`src/rtl/cache_control_pkg.sv`:
```
`default_nettype none
// ============================================================================
// Module      : pkg_cache
// Description : Shared encodings for the 4-way, 16-set, 32-byte-line cache:
//               datapath mux selects and the control FSM state enum.
// Revision    : 1.0 - initial release
// ============================================================================
package pkg_cache;

    // Way selects: 0 = way that matched the tag, 1 = LRU (victim) way
    typedef enum logic {
        DIRTYWMUX_HIT = 1'b0,
        DIRTYWMUX_LRU = 1'b1
    } dirtywmux_t;

    typedef enum logic {
        DATAWMUX_HIT = 1'b0,
        DATAWMUX_LRU = 1'b1
    } datawmux_t;

    typedef enum logic {
        PLRUWMUX_HIT = 1'b0,
        PLRUWMUX_LRU = 1'b1
    } plruwmux_t;

    // Data array write source: CPU wdata with byte enables, or a full refill line
    typedef enum logic {
        DATAMUX_CPU  = 1'b0,
        DATAMUX_PMEM = 1'b1
    } datamux_t;

    // CPU read data source: array output only
    typedef enum logic {
        MERDMUX_ARRAY = 1'b0
    } merdmux_t;

    // Physical-memory address: CPU tag (refill) or victim tag (writeback)
    typedef enum logic {
        PMADMUX_CPU    = 1'b0,
        PMADMUX_VICTIM = 1'b1
    } pmadmux_t;

    // Control FSM states
    typedef enum logic [2:0] {
        ST_IDLE      = 3'd0,
        ST_LOOKUP    = 3'd1,
        ST_WRITEBACK = 3'd2,
        ST_ALLOCATE  = 3'd3,
        ST_REFILL    = 3'd4
    } cache_state_t;

endpackage
`default_nettype wire

```
`src/rtl/cache_perf_counter.sv`:
```
`default_nettype none
// ============================================================================
// Module      : cache_perf_counter
// Description : One saturating event counter; holds at all-ones, cleared only
//               by the asynchronous active-low reset.
// Revision    : 1.0 - initial release
// ============================================================================
module cache_perf_counter #(
    parameter int unsigned PERF_W = 32
) (
    input  logic              clk,
    input  logic              rst,
    input  logic              inc_i,
    output logic [PERF_W-1:0] count_o
);

    logic [PERF_W-1:0] count_q;

    // Count enabled events, stop at all-ones
    always_ff @(posedge clk or negedge rst) begin
        if (!rst) begin
            count_q <= '0;
        end else if (inc_i && (count_q != '1)) begin
            count_q <= count_q + 1'b1;
        end
    end

    assign count_o = count_q;

endmodule
`default_nettype wire

```
`src/rtl/cache_control.sv`:
```
`default_nettype none
// ============================================================================
// Module      : cache_control
// Description : Sequencing FSM for the 4-way / 16-set / 32-byte-line cache.
//               Decides hit/miss, writes back dirty victims, refills the line
//               and replays the lookup. All datapath controls are decoded
//               combinationally from the state and the current inputs.
//               Optional performance counters: define CACHE_PERF_CNT_EN.
// Revision    : 1.0 - initial release
// ============================================================================
module cache_control
    import pkg_cache::*;
#(
    parameter int unsigned PERF_W = 32
)
(
    input  logic       clk,
    input  logic       rst,
    input  logic       mem_read,
    input  logic       mem_write,
    output logic       mem_resp,
    output logic       pmem_read,
    output logic       pmem_write,
    input  logic       pmem_resp,
    input  logic       SIGHIT,
    input  logic       SIGDIRTY,
    output logic       LD_VALID,
    output logic       LD_DIRTY,
    output logic       LD_TAG,
    output logic       LD_DATA,
    output logic       LD_PLRU,
    output logic       LD_TMPTAG,
    output logic       LD_TMPDATA,
    output logic       DIRTYVAL,
    output dirtywmux_t DIRTYWMUX,
    output datawmux_t  DATAWMUX,
    output plruwmux_t  PLRUWMUX,
    output datamux_t   DATAMUX,
    output merdmux_t   MERDMUX,
    output pmadmux_t   PMADMUX
`ifdef CACHE_PERF_CNT_EN
    ,
    output logic [PERF_W-1:0] hit_cnt,
    output logic [PERF_W-1:0] miss_cnt,
    output logic [PERF_W-1:0] wb_cnt
`endif
);

    cache_state_t state_q;
    cache_state_t state_d;
    logic         w_req;

    // An illegal read+write request is handled as a write
    assign w_req = mem_read | mem_write;

    // Temporary registers and the read-data merge path are unused
    assign LD_TMPTAG  = 1'b0;
    assign LD_TMPDATA = 1'b0;
    assign MERDMUX    = MERDMUX_ARRAY;

    // Next-state selection and datapath control decode
    always_comb begin
        state_d    = state_q;
        mem_resp   = 1'b0;
        pmem_read  = 1'b0;
        pmem_write = 1'b0;
        LD_VALID   = 1'b0;
        LD_DIRTY   = 1'b0;
        LD_TAG     = 1'b0;
        LD_DATA    = 1'b0;
        LD_PLRU    = 1'b0;
        DIRTYVAL   = 1'b0;
        DIRTYWMUX  = DIRTYWMUX_HIT;
        DATAWMUX   = DATAWMUX_HIT;
        PLRUWMUX   = PLRUWMUX_HIT;
        DATAMUX    = DATAMUX_CPU;
        PMADMUX    = PMADMUX_CPU;

        case (state_q)
            ST_IDLE: begin
                // One cycle for the synchronous SRAM read at the request index
                if (w_req) begin
                    state_d = ST_LOOKUP;
                end
            end

            ST_LOOKUP: begin
                if (!w_req) begin
                    state_d = ST_IDLE;
                end else if (SIGHIT) begin
                    mem_resp = 1'b1;
                    LD_PLRU  = 1'b1;
                    PLRUWMUX = PLRUWMUX_HIT;
                    if (mem_write) begin
                        LD_DATA   = 1'b1;
                        DATAWMUX  = DATAWMUX_HIT;
                        DATAMUX   = DATAMUX_CPU;
                        LD_DIRTY  = 1'b1;
                        DIRTYWMUX = DIRTYWMUX_HIT;
                        DIRTYVAL  = 1'b1;
                    end
                    state_d = ST_IDLE;
                end else if (SIGDIRTY) begin
                    state_d = ST_WRITEBACK;
                end else begin
                    state_d = ST_ALLOCATE;
                end
            end

            ST_WRITEBACK: begin
                pmem_write = 1'b1;
                PMADMUX    = PMADMUX_VICTIM;
                if (pmem_resp) begin
                    // Victim is now clean in memory
                    LD_DIRTY  = 1'b1;
                    DIRTYWMUX = DIRTYWMUX_LRU;
                    DIRTYVAL  = 1'b0;
                    state_d   = ST_ALLOCATE;
                end
            end

            ST_ALLOCATE: begin
                pmem_read = 1'b1;
                PMADMUX   = PMADMUX_CPU;
                if (pmem_resp) begin
                    // Install the fetched line as valid and clean in the LRU way
                    LD_DATA   = 1'b1;
                    DATAWMUX  = DATAWMUX_LRU;
                    DATAMUX   = DATAMUX_PMEM;
                    LD_TAG    = 1'b1;
                    LD_VALID  = 1'b1;
                    LD_DIRTY  = 1'b1;
                    DIRTYWMUX = DIRTYWMUX_LRU;
                    DIRTYVAL  = 1'b0;
                    state_d   = ST_REFILL;
                end
            end

            ST_REFILL: begin
                // One cycle for the SRAM re-read; the replayed lookup then hits
                state_d = ST_LOOKUP;
            end

            default: begin
                state_d = ST_IDLE;
            end
        endcase
    end

    // State register
    always_ff @(posedge clk or negedge rst) begin
        if (!rst) begin
            state_q <= ST_IDLE;
        end else begin
            state_q <= state_d;
        end
    end

`ifdef CACHE_PERF_CNT_EN
    logic w_lookup;
    logic w_hit_evt;
    logic w_miss_evt;
    logic w_wb_evt;
    logic replay_q;
    logic replay_d;

    assign w_lookup   = (state_q == ST_LOOKUP);
    assign w_miss_evt = w_lookup & w_req & ~SIGHIT;
    assign w_hit_evt  = w_lookup & w_req & SIGHIT & ~replay_q;
    assign w_wb_evt   = (state_q == ST_WRITEBACK) & pmem_resp;

    // Replay flag: set by a miss, cleared when the next lookup resolves
    always_comb begin
        replay_d = replay_q;
        if (w_lookup) begin
            replay_d = w_miss_evt;
        end
    end

    // Replay flag register
    always_ff @(posedge clk or negedge rst) begin
        if (!rst) begin
            replay_q <= 1'b0;
        end else begin
            replay_q <= replay_d;
        end
    end

    cache_perf_counter #(.PERF_W(PERF_W)) u_hit_cnt (
        .clk     (clk),
        .rst     (rst),
        .inc_i   (w_hit_evt),
        .count_o (hit_cnt)
    );

    cache_perf_counter #(.PERF_W(PERF_W)) u_miss_cnt (
        .clk     (clk),
        .rst     (rst),
        .inc_i   (w_miss_evt),
        .count_o (miss_cnt)
    );

    cache_perf_counter #(.PERF_W(PERF_W)) u_wb_cnt (
        .clk     (clk),
        .rst     (rst),
        .inc_i   (w_wb_evt),
        .count_o (wb_cnt)
    );
`endif

endmodule
`default_nettype wire

```
`config.mk`:
```
export PLATFORM = sky130hd
export DESIGN_NAME = cache_control
export DESIGN_NICKNAME = d
export VERILOG_FILES = /design/src/rtl/cache_control_pkg.sv /design/src/rtl/cache_perf_counter.sv /design/src/rtl/cache_control.sv
export SDC_FILE = /design/constraint.sdc
export NUM_CORES = 1
export LEC_CHECK = 0
export ABC_AREA = 1
export BUFFER_PORTS_ARGS = -buffer_cell sky130_fd_sc_hd__clkbuf_2
export CORE_AREA = 10 10 47 49
export CTS_CLUSTER_DIAMETER = 40
export CTS_CLUSTER_SIZE = 20
export DETAILED_ROUTE_END_ITERATION = 7
export DIE_AREA = 0 0 57 59
export GPL_ROUTABILITY_DRIVEN = 0
export GPL_TIMING_DRIVEN = 0
export SYNTH_ARGS = -nofsm -noshare
export SYNTH_HDL_FRONTEND = slang
export SYNTH_SLANG_ARGS = --single-unit
export TNS_END_PERCENT = 10
```
`constraint.sdc`:
```
create_clock -name clk -period 1.7 [get_ports clk]
set_input_delay 0.34 -clock clk [delete_from_list [all_inputs] [get_ports clk]]
set_output_delay 0.34 -clock clk [all_outputs]
set_load 0.05 [all_outputs]
```
Yosys cells after proc, flatten, opt, wreduce, memory -nomap -nowiden
Cells that the tools add are included.

storage, ports and cells
  bits of input ports = 7
  logic and storage cells = 33
  output and inout port bits = 17
  register bits = 3

cells by class
  bitwise operators = 1
  equal/unequal tests = 7
  reduce and logical (&&, ||, !) cells = 3
  muxes and demuxes = 21

operator list
  operator                                                               count
  3-bit one-hot mux with 5 select lines                                  1
  1-bit 2-to-1 mux                                                       13
  3-bit 2-to-1 mux                                                       3
  3-bit by 2-bit equality test with 1-bit output, second input constant  2
  2-bit inequality test, second input constant                           3
  2-bit 2-to-1 mux                                                       2
  1-bit one-hot mux with 2 select lines                                  2
  3-bit by 1-bit equality test with 1-bit output, second input constant  1
  3-bit equality test, second input constant                             1
  3-bit zero test                                                        1
  3-bit AND reduction                                                    1
  2-bit OR reduction                                                     1
  1-bit OR                                                               1

Longest topological paths before layout
  depth after elaboration = 4
  gate-level depth with buffers = 7
  depth with buffers taken out = 7

Least setup slack after synthesis
OpenSTA, ideal clock, no wires.

  kind = register to output
  from = register state_q[1]
  to = output mem_resp
  arrival time = 2,472 ps
  stages on the path, launching flop included = 3
  slack = -1,112 ps
  data required time = 1,360 ps
  path buffers = 1
  cells stage by stage = dfrtp_1 > nor4_1 > buf_4

on the way
  longest elaborated chain between the ends = 2

ends and longest elaborated chain
  element                                         line                  text
  start, declared                                 cache_control.sv:49   cache_state_t state_q;
  start signal, assigned                          cache_control.sv:155  state_q <= state_d;
  3-bit by 1-bit equality test with 1-bit output  n/a
  1-bit 2-to-1 mux                                n/a
  end, declared                                   cache_control.sv:21   output logic mem_resp,

No other way between the ends.

Worst setup path in the final report
  from = register state_q[1]
  to = output LD_DATA

on the way
  longest elaborated chain between the ends = 2
  elaborated cells between the ends (all ways) = 3
  classes of those cells = 2 x eq/ne; 1 x mux

ends and longest elaborated chain
  element                                                                                                                  line                 text
  3-bit by 2-bit equality test with 1-bit output / 3-bit by 1-bit equality test with 1-bit output (equally long branches)  cache_control.sv:79  case (state_q)
  1-bit one-hot mux with 2 select lines *                                                                                  cache_control.sv:79
  end, declared                                                                                                            cache_control.sv:30  output logic LD_DATA,

Every way passes the cells marked *; elsewhere a longest branch is shown, timed or not.

==> results.env <==
SYNTHESIS.AREA_PER_INSTANCE_UM2=5.908
MAXIMUM_VDD_IR_DROP_mV=0.5747
POWER_LEAKAGE_nW=0.3585
ROUTED_WIRE_LENGTH_PER_INSTANCE_UM=10.29
DRC=0
DISTINCT_CELL_TYPE_COUNT_AFTER_SYNTHESIS=14
PIN_COUNT_OF_THE_BIGGEST_NET_ENTERING_GLOBAL_ROUTING=8
START_UTIL=0.2277
HOLD_VIOL_FINAL=0
CTSHTREEMAXLEVEL=1
ROWS=14
FINAL.SETUP.TNS_NS=0
LARGEST_REGISTER_FF_COUNT=3
ROOT_BUFFER='sky130_fd_sc_hd__clkbuf_4'
SYNTH_SEQUENTIAL_AREA_RATIO=0.2353
SYNTH_AREA_UM2=319.1
CTS_INSERTED_BUFFERS=3
CLOCK_TREE_FROM_TRITONCTS='done'
PATH_CLASS='reg2out'
ACHIEVABLE-FREQUENCY_MHz=592.3
SYNTH_SEQ_CELLS=3
CRITICAL_PATH_REQUIRED_NS=1.36
HOLD_SLACK_NS=0.4410
CLOCK_LATENCY_NS=0.23
PORT_BUFFERS=19
RSZ0062_AT_GRT='true'
NUMBER_OF_PORTS_PLACED_ON_THE_DIE_BOUNDARY=24
GLOBAL_ROUTE_WIRE_LENGTH_BEFORE_REPAIR_UM=1635
FINAL_CRITICAL_PATH_SHARE_OF_THE_CLOCK_PERIOD=0.9931
HOLD_PATH_CLASS='in2async'
CLKTRANSATPATHREGS_NS=0.04
DP_HPWL_UM=782
OUTCOME='finished clean'
ANTENNA_CELLS_INSERTED=0
DRIVE_ABOVE_1_SHARE=0.5610
VIAS=376
BIGGEST_REGS='state_q x3'
CORE_AREA_UM2=1401
CRITICAL_PATH.ENDPOINT_TYPE='primary output'
FINAL_WORST_PATH_PERIOD_NEED_NS=1.688
ANTENNA_VIOLATING_NETS_LEFT=0
SYNTH_WARNINGS=0
SYN_TO_FINAL_GROWTH_PCT=91.76
DRV.MAX_CAP_VIOLATION_COUNT=0
REPORT.FINAL.SETUP_VIOL=0
FIN_WORST_SKEW_NS=0.002109
DIE-HEIGHT_UM=59
DIEAREA_UM2=3363
TIMING_MAX_TRANSITION_VIOLATIONS_FINAL=0
REGISTERS.TOP_BY_FF_COUNT='state_q'
SYNTH_CELLS=54
CTS.SINKS=3
TOTAL_ITERATIONS_OF_THE_FIRST_DETAILED_ROUTING_RUN=2
CRIT_PATH_MAX_FANOUT=4
LAYOUT.NETS=90
CTS.PATH.MAX_BUFFERS=2
GRT_UTIL_ALL_LAYERS=0.05987
STARTPOINT_TYPE='flip-flop'
POSTROUTEWIRELENGTH_UM=1008
TIMING.CRITICAL_PATH.ARRIVAL_NS=1.35
FLOORPLAN.DIE.WIDTH_UM=57
NUMBER_OF_ANTENNA_VIOLATIONS_AT_THE_FIRST_CHECK_IN_GLOBAL_ROUTING=0
AVGVIACOUNTPERCELL=3.837
GRT_PASS1_VIAS=384
P_PER_AREA_nW_PER_UM2=1635
VIOLATION_COUNT_AFTER_THE_FIRST_DETAILED_ROUTE_ITERATION=4
GLOBAL_ROUTE.OVERFLOW_TOTAL=0
## layer usage
metal	track usage	vias to the layer above	wire length, um
met5	0	-	0
met4	0.04027	0	0
met3	0.03433	0	91
met2	0.08992	13	548
met1	0.06242	159	368
li1	-	204	-
## stage by stage
stage / total power [W] / setup WS (ns) / utilization / std cells / instance area [um^2]
6_report: 0.001000 / 0.01168 / 0.4366 / 98 / 611.8
5_1_grt: 0.001068 / -0.05000 / 0.4366 / 98 / 611.8
4_1_cts: 0.0009340 / -0.005628 / 0.4071 / 97 / 570.5
3_5_place_dp: 0.0007303 / 0.07144 / 0.3339 / 92 / 467.9
3_3_place_gp: 0.0007219 / 0.08656 / 0.3339 / 92 / 467.9
2_1_floorplan: 0.0006160 / -0.1102 / - / 57 / 352.8
## final timing paths
path / from / end / slack (ns) / cells past startpoint
max reg2reg: state_q[1] / state_q[1] / 0.66 / 6
max: state_q[1] / LD_DATA / 0.01 / 5
min in group clk: pmem_resp / state_q[2] / 0.49 / 3
min: rst / state_q[0] / 0.44 / 2
min reg2reg: state_q[2] / state_q[2] / 0.64 / 3
max in group asynchronous: rst / state_q[1] / 1.14 / 2
## final cells by class
class | instances | area (um^2)
Buffer | 9 | 67.56
Clock buffer | 4 | 26.28
Multi-Input combinational cell | 35 | 201.4
Inverter | 10 | 38.79
Sequential cell | 3 | 77.57
Tap cell | 16 | 20.02
Fill cell | 148 | 789.5
Timing Repair Buffer | 21 | 180.2
## worst max-delay path: stages, from the launching register on
cell                      delay, ns
sky130_fd_sc_hd__dfrtp_2       0.43
sky130_fd_sc_hd__buf_4         0.16
sky130_fd_sc_hd__nor2_4        0.12
sky130_fd_sc_hd__nand3_2       0.12
sky130_fd_sc_hd__o21ai_2       0.11
sky130_fd_sc_hd__buf_8         0.17
## layout by cell type (no fill, tap or decap), drive strengths merged
cell and instances:
buf 19, nand2 15, clkbuf 14, inv 9
nor2 9, conb 4, o21ai 4, dfrtp 3
nand3 2, clkinv 1, nor4 1, dlygate4sd3 1
## cell usage after synthesis
cell / count / area [um^2]
sky130_fd_sc_hd__nand2_1: 14 / 52.55
sky130_fd_sc_hd__buf_4: 9 / 67.56
sky130_fd_sc_hd__inv_1: 8 / 30.03
sky130_fd_sc_hd__nor2_1: 7 / 26.28
sky130_fd_sc_hd__dfrtp_1: 3 / 75.07
sky130_fd_sc_hd__o21ai_0: 3 / 15.01
sky130_fd_sc_hd__nand3_1: 2 / 10.01
sky130_fd_sc_hd__nor2_2: 2 / 12.51
sky130_fd_sc_hd__clkinv_2: 1 / 5.000
sky130_fd_sc_hd__conb_1: 1 / 3.750
sky130_fd_sc_hd__inv_2: 1 / 3.750
sky130_fd_sc_hd__nand2_2: 1 / 6.260
sky130_fd_sc_hd__nor4_1: 1 / 6.260
sky130_fd_sc_hd__o21ai_1: 1 / 5.000
## power by group
part / switching, W / total (W) / internal (W)
clock: 0.0000363 / 0.000124 / 0.0000879
sequential: 0.0000470 / 0.000148 / 0.000101
combinational: 0.000481 / 0.000728 / 0.000247
total: 0.000564 / 0.00100 / 0.000436
## what timing repair did
| item | CTS | global route |
|---|---|---|
| cloned | 0 | 0 |
| hold buffers | 1 | 0 |
| endpoints found under the setup margin | 10 | 10 |
| buffers inserted | 0 | 1 |
| hold endpoints to repair | 3 | 0 |
| gates resized for setup | 18 | 16 |
| pin swaps | 0 | 1 |
## cells by family (layout without fill, tap and decap cells)
logic type / after synthesis / count (layout) / share of synthesized area
AO/OA/AOI/OAI: 4 / 4 / 0.06272
buffers and inverters: 19 / 44 / 0.3333
flip-flops: 3 / 3 / 0.2353
other: 1 / 4 / 0.01175
AND/OR/NAND/NOR: 27 / 27 / 0.3569
Power figures use the tool's default switching activity.
